File: config.mk
export PLATFORM = sky130hd
export DESIGN_NAME = feature_load_scheduler
export DESIGN_NICKNAME = d
export VERILOG_FILES = /design/src/rtl/feature_load_scheduler.sv
export SDC_FILE = /design/constraint.sdc
export NUM_CORES = 1
export LEC_CHECK = 0
export ABC_CLOCK_PERIOD_IN_PS = 5100
export BUFFER_PORTS_ARGS = -buffer_cell sky130_fd_sc_hd__buf_2
export CORE_AREA = 2 2 464 466
export CTS_CLUSTER_SIZE = 20
export DETAILED_ROUTE_END_ITERATION = 10
export DIE_AREA = 0 0 466 468
export HOLD_SLACK_MARGIN = 0.12
export MAX_ROUTING_LAYER = met4
export PLACE_DENSITY = 0.33
export RECOVER_POWER = 50
export SLEW_MARGIN = 5
export SYNTH_ARGS = -nofsm -noshare
export SYNTH_HDL_FRONTEND = slang
export SYNTH_SLANG_ARGS = --single-unit
File: constraint.sdc
create_clock -name system_clk -period 5.1 [get_ports system_clk]
set_clock_uncertainty 0.15 [all_clocks]
set_input_delay 0.255 -clock system_clk [delete_from_list [all_inputs] [get_ports system_clk]]
set_output_delay 0.255 -clock system_clk [all_outputs]
set_load 0.01 [all_outputs]
File: src/rtl/feature_load_scheduler.sv
// -----------------------------------------------------------------------------
// feature_load_scheduler
//
// Sequences one convolution tile through feature_buffer. On start it pulses
// calculate_begin, then fetches the tile's feature words from memory in
// bursts. Each returned word goes to the patch-1 or patch-2 buffer write port
// under that buffer's ready signal. When every burst has been consumed it
// waits for calculate_finish and then pulses done.
//
// Parameters:
//   MEM_DATA_WIDTH  width of one memory word (bits)
//   MEM_ADDR_WIDTH  byte address width
//   BURST_LEN       maximum beats per read burst (1..255)
//
// Ports:
//   system_clk, rst            clock, asynchronous active-high reset
//   start / done / busy        tile control from/to the layer controller
//   row_size, col_size,
//   double_patch,
//   base_addr_1, base_addr_2   tile description, sampled on start
//   mem_rd_*                   memory read port (request + data stream)
//   feature_data,
//   feature_buffer_N_valid/_ready  write ports of the two patch buffers
//   calculate_begin / _finish  compute handshake with feature_buffer
//   perf_stall_cycles          stall counter (see macro below)
//
// Optional feature macro: FEATURE_LOAD_PERF_EN
//   Defined:   perf_stall_cycles counts DATA cycles where a beat is offered but
//              the selected buffer is not ready (cleared at BEGIN, saturating).
//   Undefined: perf_stall_cycles is tied to 0.
// -----------------------------------------------------------------------------
module feature_load_scheduler #(
    parameter int MEM_DATA_WIDTH = 512,
    parameter int MEM_ADDR_WIDTH = 32,
    parameter int BURST_LEN      = 16
) (
    input  logic                      system_clk,
    input  logic                      rst,
    input  logic                      start,
    output logic                      done,
    output logic                      busy,
    input  logic [9:0]                row_size,
    input  logic [9:0]                col_size,
    input  logic                      double_patch,
    input  logic [MEM_ADDR_WIDTH-1:0] base_addr_1,
    input  logic [MEM_ADDR_WIDTH-1:0] base_addr_2,
    output logic                      mem_rd_req,
    output logic [MEM_ADDR_WIDTH-1:0] mem_rd_addr,
    output logic [7:0]                mem_rd_len,
    input  logic                      mem_rd_ack,
    input  logic [MEM_DATA_WIDTH-1:0] mem_rd_data,
    input  logic                      mem_rd_data_valid,
    output logic                      mem_rd_data_ready,
    output logic [MEM_DATA_WIDTH-1:0] feature_data,
    output logic                      feature_buffer_1_valid,
    output logic                      feature_buffer_2_valid,
    input  logic                      feature_buffer_1_ready,
    input  logic                      feature_buffer_2_ready,
    output logic                      calculate_begin,
    input  logic                      calculate_finish,
    output logic [31:0]               perf_stall_cycles
);

    localparam int WORD_BYTES = MEM_DATA_WIDTH / 8;

    typedef enum logic [2:0] {
        S_IDLE,
        S_BEGIN,
        S_REQ,
        S_DATA,
        S_WAIT_FIN
    } state_t;

    state_t                    state_q;
    logic                      done_q;
    logic                      double_q;
    logic                      cur_patch_q;   // 0 = patch 1, 1 = patch 2
    logic [17:0]               word_off_q;
    logic [17:0]               remaining_q;
    logic [7:0]                beat_q;
    logic [MEM_ADDR_WIDTH-1:0] base1_q;
    logic [MEM_ADDR_WIDTH-1:0] base2_q;

    logic [17:0]               total_words_d;
    logic [7:0]                burst_len_d;
    logic [MEM_ADDR_WIDTH-1:0] addr_d;
    logic                      sel_ready;
    logic                      in_data;
    logic                      beat_acc;
    logic                      last_beat;

    // Four pixels per memory word, rounded up.
    assign total_words_d = 18'((20'(row_size) * 20'(col_size) + 20'd3) >> 2);

    always_comb begin
        burst_len_d = 8'(BURST_LEN);
        if (remaining_q < 18'(BURST_LEN)) begin
            burst_len_d = remaining_q[7:0];
        end
    end

    // Both patches share the word offset; only the base differs. The address
    // arithmetic is deliberately truncated so it wraps at the address width.
    assign addr_d = (cur_patch_q ? base2_q : base1_q)
                  + MEM_ADDR_WIDTH'(word_off_q) * MEM_ADDR_WIDTH'(WORD_BYTES);

    assign sel_ready = cur_patch_q ? feature_buffer_2_ready : feature_buffer_1_ready;
    assign in_data   = (state_q == S_DATA);
    assign beat_acc  = in_data && mem_rd_data_valid && sel_ready;
    assign last_beat = beat_acc && (beat_q == burst_len_d - 8'd1);

    // Outputs are decoded from registered state only, so an asynchronous
    // reset clears all of them in the same cycle.
    assign busy                   = (state_q != S_IDLE);
    assign done                   = done_q;
    assign calculate_begin        = (state_q == S_BEGIN);
    assign mem_rd_req             = (state_q == S_REQ);
    assign mem_rd_addr            = mem_rd_req ? addr_d : '0;
    assign mem_rd_len             = mem_rd_req ? burst_len_d : '0;
    assign mem_rd_data_ready      = in_data && sel_ready;
    assign feature_data           = in_data ? mem_rd_data : '0;
    assign feature_buffer_1_valid = beat_acc && !cur_patch_q;
    assign feature_buffer_2_valid = beat_acc && cur_patch_q;

    // Base addresses are pure data and need no reset.
    always_ff @(posedge system_clk) begin
        if (state_q == S_IDLE && start) begin
            base1_q <= base_addr_1;
            base2_q <= base_addr_2;
        end
    end

    always_ff @(posedge system_clk or posedge rst) begin
        if (rst) begin
            state_q     <= S_IDLE;
            done_q      <= 1'b0;
            double_q    <= 1'b0;
            cur_patch_q <= 1'b0;
            word_off_q  <= '0;
            remaining_q <= '0;
            beat_q      <= '0;
        end else begin
            done_q <= 1'b0;
            case (state_q)
                S_IDLE: begin
                    if (start) begin
                        double_q    <= double_patch;
                        cur_patch_q <= 1'b0;
                        word_off_q  <= '0;
                        remaining_q <= total_words_d;
                        beat_q      <= '0;
                        // An empty tile finishes immediately without touching
                        // memory or feature_buffer.
                        if (total_words_d == '0) begin
                            done_q <= 1'b1;
                        end else begin
                            state_q <= S_BEGIN;
                        end
                    end
                end
                S_BEGIN: begin
                    state_q <= S_REQ;
                end
                S_REQ: begin
                    if (mem_rd_ack) begin
                        beat_q  <= '0;
                        state_q <= S_DATA;
                    end
                end
                S_DATA: begin
                    if (last_beat) begin
                        beat_q <= '0;
                        if (double_q && !cur_patch_q) begin
                            // Same words again from the patch-2 base.
                            cur_patch_q <= 1'b1;
                            state_q     <= S_REQ;
                        end else begin
                            cur_patch_q <= 1'b0;
                            word_off_q  <= word_off_q + 18'(burst_len_d);
                            remaining_q <= remaining_q - 18'(burst_len_d);
                            if (remaining_q == 18'(burst_len_d)) begin
                                state_q <= S_WAIT_FIN;
                            end else begin
                                state_q <= S_REQ;
                            end
                        end
                    end else if (beat_acc) begin
                        beat_q <= beat_q + 8'd1;
                    end
                end
                S_WAIT_FIN: begin
                    if (calculate_finish) begin
                        done_q  <= 1'b1;
                        state_q <= S_IDLE;
                    end
                end
                default: begin
                    state_q <= S_IDLE;
                end
            endcase
        end
    end

`ifdef FEATURE_LOAD_PERF_EN
    logic [31:0] perf_q;

    always_ff @(posedge system_clk or posedge rst) begin
        if (rst) begin
            perf_q <= '0;
        end else if (state_q == S_BEGIN) begin
            perf_q <= '0;
        end else if (in_data && mem_rd_data_valid && !sel_ready && (perf_q != '1)) begin
            perf_q <= perf_q + 32'd1;
        end
    end

    assign perf_stall_cycles = perf_q;
`else
    assign perf_stall_cycles = '0;
`endif

endmodule

# [Word-level counts from Yosys, hierarchy flattened]
# Index checks and enable logic that the tools add are counted.
[word_totals] inputBits=605 register_bits=114 out_inout_bits=591 elab_cells=84
[op_classes] n_addsub=6 order_cmp=1 n_mul=1 n_mux=35 n_reduce_logical=19 eq_ne=13
[op_table] op="two-way mux 512 bit" count=1
[op_table] op="two-way mux 18 bit" count=6
[op_table] op="one-hot mux 18 bit (2 select lines)" count=2
[op_table] op="two-way mux 32 bit" count=2
[op_table] op="two-way mux 8 bit" count=6
[op_table] op="adder 32 x 24 -> 32 bit" count=1
[op_table] op="one-hot mux 8 bit (3 select lines)" count=1
[op_table] op="two-way mux 3 bit" count=7
[op_table] op="adder 20 x 2 -> 20 bit (second input constant)" count=1
[op_table] op="multiplier 10 x 10 -> 20 bit" count=1
[op_table] op="adder 18 x 8 -> 18 bit" count=1
[op_table] op="equality test 18 x 8 -> 1 bit" count=1
[op_table] op="logical NOT 18 bit" count=1
[op_table] op="less-than comparator 18 x 5 -> 1 bit (second input constant)" count=1
[op_table] op="subtractor 18 x 8 -> 18 bit" count=1
[op_table] op="one-hot mux 3 bit (5 select lines)" count=1
[op_table] op="adder 8 x 1 -> 8 bit (second input constant)" count=1
[op_table] op="equality test 8 bit" count=1
[op_table] op="logical AND 1 bit" count=8
[op_table] op="inequality test 2 bit (second input constant)" count=4
[op_table] op="AND reduction 4 bit" count=2
[op_table] op="subtractor 8 x 1 -> 8 bit (second input constant)" count=1
[op_table] op="two-way mux 1 bit" count=7
[op_table] op="equality test 3 x 2 -> 1 bit (second input constant)" count=2
[op_table] op="12 further kinds" count=15

# [Longest topological paths before layout]
[depth] ltp_word=7 mapped_depth=21 depth_no_buf=19

# [Least setup slack after synthesis]
# OpenSTA, ideal clock, no wires.
[synth_path] kind="input to register" from="in col_size[1]" to="reg state_q[0]" arrival_time_ps=5168 required_time_ps=4826 setup_slack_ps=-342 setup_time_ps=124 path_buffers=2 path_stages=17 cell_sequence="clkbuf_1 -> nand2_1 -> fa_1 -> fa_1 -> fa_1 -> fa_1 -> fa_1 -> inv_1 -> ha_1 -> clkbuf_1 -> nand2_1 -> or4_1 -> and2_1 -> a22o_1 -> nor4_1 -> nand3_1 -> a211o_1"
[synth_between] elab_chain_len=5
[synth_lines] item="start, declared" line_no="43" source="input logic [9:0] col_size,"
[synth_lines] item="multiplier 10 x 10 -> 20 bit" line_no="93" source="assign total_words_d = 18'((20'(row_size) * 20'(col_size) + 20'd3) >> 2);"
[synth_lines] item="adder 20 x 2 -> 20 bit" line_no="93"
[synth_lines] item="logical NOT 18 bit" line_no="154" source="if (total_words_d == '0) begin"
[synth_lines] item="inequality test 2 bit (no source line)"
[synth_lines] item="AND reduction 5 bit (no source line)"
[synth_lines] item="end signal, assigned" line_no="157" source="state_q <= S_BEGIN;"
[synth_lines] item="end signal, assigned" line_no="162" source="state_q <= S_REQ;"
[synth_lines] item="end signal, assigned" line_no="167" source="state_q <= S_DATA;"
[synth_lines] item="end, declared" line_no="74" source="state_t state_q;"
# No other way between the ends.
# A chain may end at the register's enable or synchronous reset.

# [Final worst setup path]
[layout_path] from="in row_size[3]" to="reg state_q[0]"
[layout_between] elab_chain_len=5
[layout_lines] item="start, declared" line_no="42" source="input logic [9:0] row_size,"
[layout_lines] item="multiplier 10 x 10 -> 20 bit" line_no="93"
[layout_lines] item="adder 20 x 2 -> 20 bit" line_no="93"
[layout_lines] item="logical NOT 18 bit" line_no="154"
[layout_lines] item="inequality test 2 bit (no source line)"
[layout_lines] item="AND reduction 5 bit (no source line)"
# No other way between the ends.

==> impl_metrics.env <==
export IMPL_final_setup_viol_count=0
export IMPL_cp_cell_sequence="buf_4, nand2_2, fa_1, fa_1, fa_1, fa_1, fa_1, inv_1, ha_2, nand2_1, or4_4, and2_1, a22o_1, nor4_4, nand3_2, a211o_1"
export IMPL_rows=170
export IMPL_critPathMaxFanout=10
export IMPL_dp_final_hpwl_um=127000
export IMPL_yosysWarnings=0
export IMPL_syn_cell_area_sq_um=14200
export IMPL_die_area_sq_um=218000
export IMPL_maxSlewViolCount=363
export IMPL_grt_max_degree=215
export IMPL_firstDrtPassIters=5
export IMPL_finalWeightedCongestion=0.913
export IMPL_drive_gt1_frac=0.410
export IMPL_initial_core_util=0.0664
export IMPL_setup_slack_ns=0.122
export IMPL_crit_required_ns=5.30
export IMPL_slowest_delay_ns=0.57
export IMPL_place_ws_ns=-0.716
export IMPL_antenna_found_initial=155
export IMPL_post_drt_wl_per_cell_um=23.5
export IMPL_dr_total_vias=18002
export IMPL_synthCells=1739
export IMPL_multi_input_area_sq_um=10200
export IMPL_clock_latency_ns=0.47
export IMPL_htreeDepth=4
export IMPL_grt_overflow=0
export IMPL_vias_per_cell=3.05
export IMPL_synth_yosys_seq_area_share=0.224
export IMPL_clockRootBuffer="clkbuf_16"
export IMPL_path_common_cell="fa_1"
export IMPL_startpoint_type="input port"
export IMPL_cts_clk_slew_worst_paths_ns=0.06
export IMPL_clock_tree_buffer_depth=2
export IMPL_critPathArrivalTime_ns=5.18
export IMPL_relSlewSlack=-1.15
export IMPL_fill_cells=24902
export IMPL_grt_usage=0.123
export IMPL_min_period_over_period=0.976
export IMPL_chipWidth_um=466
export IMPL_status="finished with violations"
export IMPL_power_density_nw_per_um2=378
export IMPL_cts_tree="done"
export IMPL_worstMarginPinSlew_ns=3.22
export IMPL_setup_tns_ns=0
export IMPL_ys_flop_type="edfxtp_1"
export IMPL_dp_cells=5729
export IMPL_io_buffers=1160
export IMPL_crit_path_end_kind="register"
export IMPL_crit_slowest_cell="fa_1"
export IMPL_async_flop_share=0.439
export IMPL_ant_nets=0
export IMPL_die_h_um=468
export IMPL_drcViolationCount=0
export IMPL_core_sq_um=213000
export IMPL_final_util=0.118
export IMPL_ys_ff_latch=114
export IMPL_area_growth_pct=77.8
export IMPL_ff_latch_area_sq_um=3170
export IMPL_cts_sinks=114
export IMPL_violations="max-capacitance violations, max-slew violations"
export IMPL_ys_types=80
export IMPL_numCtsBuffers=17
export IMPL_vdd_ir_drop_max_uv=237
export IMPL_drv_cap=3
export IMPL_grt_setup_unrepaired="yes"
export IMPL_total_power_uw=9530
export IMPL_min_period_ns=4.98
export IMPL_grt_pass1_wl_um=172000
export IMPL_synth_edff_count=64
export IMPL_routed_wl_um=139000
export IMPL_syn_area_per_cell_sq_um=8.14
export IMPL_ios=1196
export IMPL_grt_pass1_vias=17138
export IMPL_nets=3733
export IMPL_leakage_uw=0.0112
export IMPL_hold_viol=0
export IMPL_fin_cells=5893
export IMPL_min_path_type="input port to register"
export IMPL_initialDrtViolationCount=1057
export IMPL_path_class="input port to register"
export IMPL_fmax_mhz=201
[cell families (layout without fill, tap and decap cells)]
kind of cell,Yosys count,after routing,synth area share
AOI/OAI and AO/OA,244,244,0.114
buffers and inverters,245,1461,0.0771
and+or+nand+nor,913,913,0.368
muxes,39,39,0.0294
other,2,102,0.000530
xor gates and xnor gates,33,33,0.0204
adders and majority gates,149,149,0.166
DFF,114,114,0.224
[cells in the final DEF, fill, tap and decap left out, drive strengths merged, types with 21 or more instances in the layout]
cell type	Yosys	layout
buf	50	1119
and2	550	550
clkbuf	101	167
nand2	132	132
inv	94	94
nor2	84	84
ha	84	84
dlygate4sd3	0	69
a21oi	65	65
fa	65	65
edfxtp	64	64
diode	0	63
o21ai	63	63
dfrtp	50	50
conb	2	39
nor3	29	29
nand3	24	24
mux2	21	21
[final timing paths]
check / slack [ns] / start / endpoint / cells after the start
min: 0.24 / mem_rd_ack / state_q[0] / 4
max reg2reg: 0.23 / remaining_q[14] / word_off_q[17] / 14
min reg2reg: 0.37 / remaining_q[16] / remaining_q[16] / 1
max: 0.12 / row_size[3] / state_q[0] / 16
min in group asynchronous: 1.44 / rst / done / 4
max in group asynchronous: 1.54 / rst / word_off_q[8] / 4
[report_power, final]
part | leakage (uW) | total, uW | switching (uW) | internal, uW
combinational | 0.00966 | 6910 | 4050 | 2860
sequential | 0.00122 | 1270 | 192 | 1080
clock | 0.000309 | 1350 | 491 | 859
total | 0.0112 | 9530 | 4730 | 4800
[critical path: cells and delay by family]
kind / cells / cell delay, ns
buffers and inverters: 2 / 0.21
adder cells (fa/ha/maj): 6 / 2.87
AO/OA/AOI/OAI: 2 / 0.53
AND/OR/NAND/NOR: 6 / 1.30
[cell usage after synthesis (21+ instances only)]
cell type / n / share of area
a21oi_1: 65 / 0.023
and2_1: 549 / 0.24
buf_4: 39 / 0.021
clkbuf_1: 101 / 0.027
dfrtp_1: 50 / 0.088
edfxtp_1: 64 / 0.14
fa_1: 65 / 0.092
ha_1: 84 / 0.074
inv_1: 94 / 0.025
mux2_2: 21 / 0.017
nand2_1: 132 / 0.035
nand3_1: 23 / 0.0081
nor2_1: 83 / 0.022
nor3_1: 29 / 0.010
o21ai_0: 61 / 0.022
[final cells by class]
type	instances	area share
multi-input combinational	1417	0.404
antenna	63	0.00626
sequential	114	0.126
tap	2838	0.141
clock inverter	12	0.00745
clock buffer	20	0.0173
timing repair buffer	1335	0.284
inverter	94	0.0140
[sequential cells by signal, summed over array words and instances, names as in the netlist]
name,cells
base1_q,32
base2_q,32
remaining_q,18
word_off_q,18
beat_q,8
state_q,3
cur_patch_q,1
done,1
double_q,1
[layer usage]
layer  up-vias  wire (um)  global-route usage
li1       8248          -                   -
met4         0       4580              0.0436
met5         -          0                   -
met1      8502      50000               0.128
met3       252      13400              0.0453
met2      1000      70700               0.214
[per-stage QoR]
step / instance area [sq um] / hold WS (ns)
floorplan: 14500 / 0.204
global placement: 23800 / 0.284
detailed placement: 23800 / 0.283
CTS: 25200 / 0.192
global route: 25200 / 0.246
finish: 25200 / 0.237
[repair_timing]
item                                    in CTS  in global routing
buffers inserted                             0                  0
pin swaps                                    2                  2
hold endpoints to repair                   119                  0
hold buffers                                69                  0
gates resized for setup                     11                 15
endpoints found under the setup margin       2                  4
Note: power is estimated with default switching activity, not from simulation.
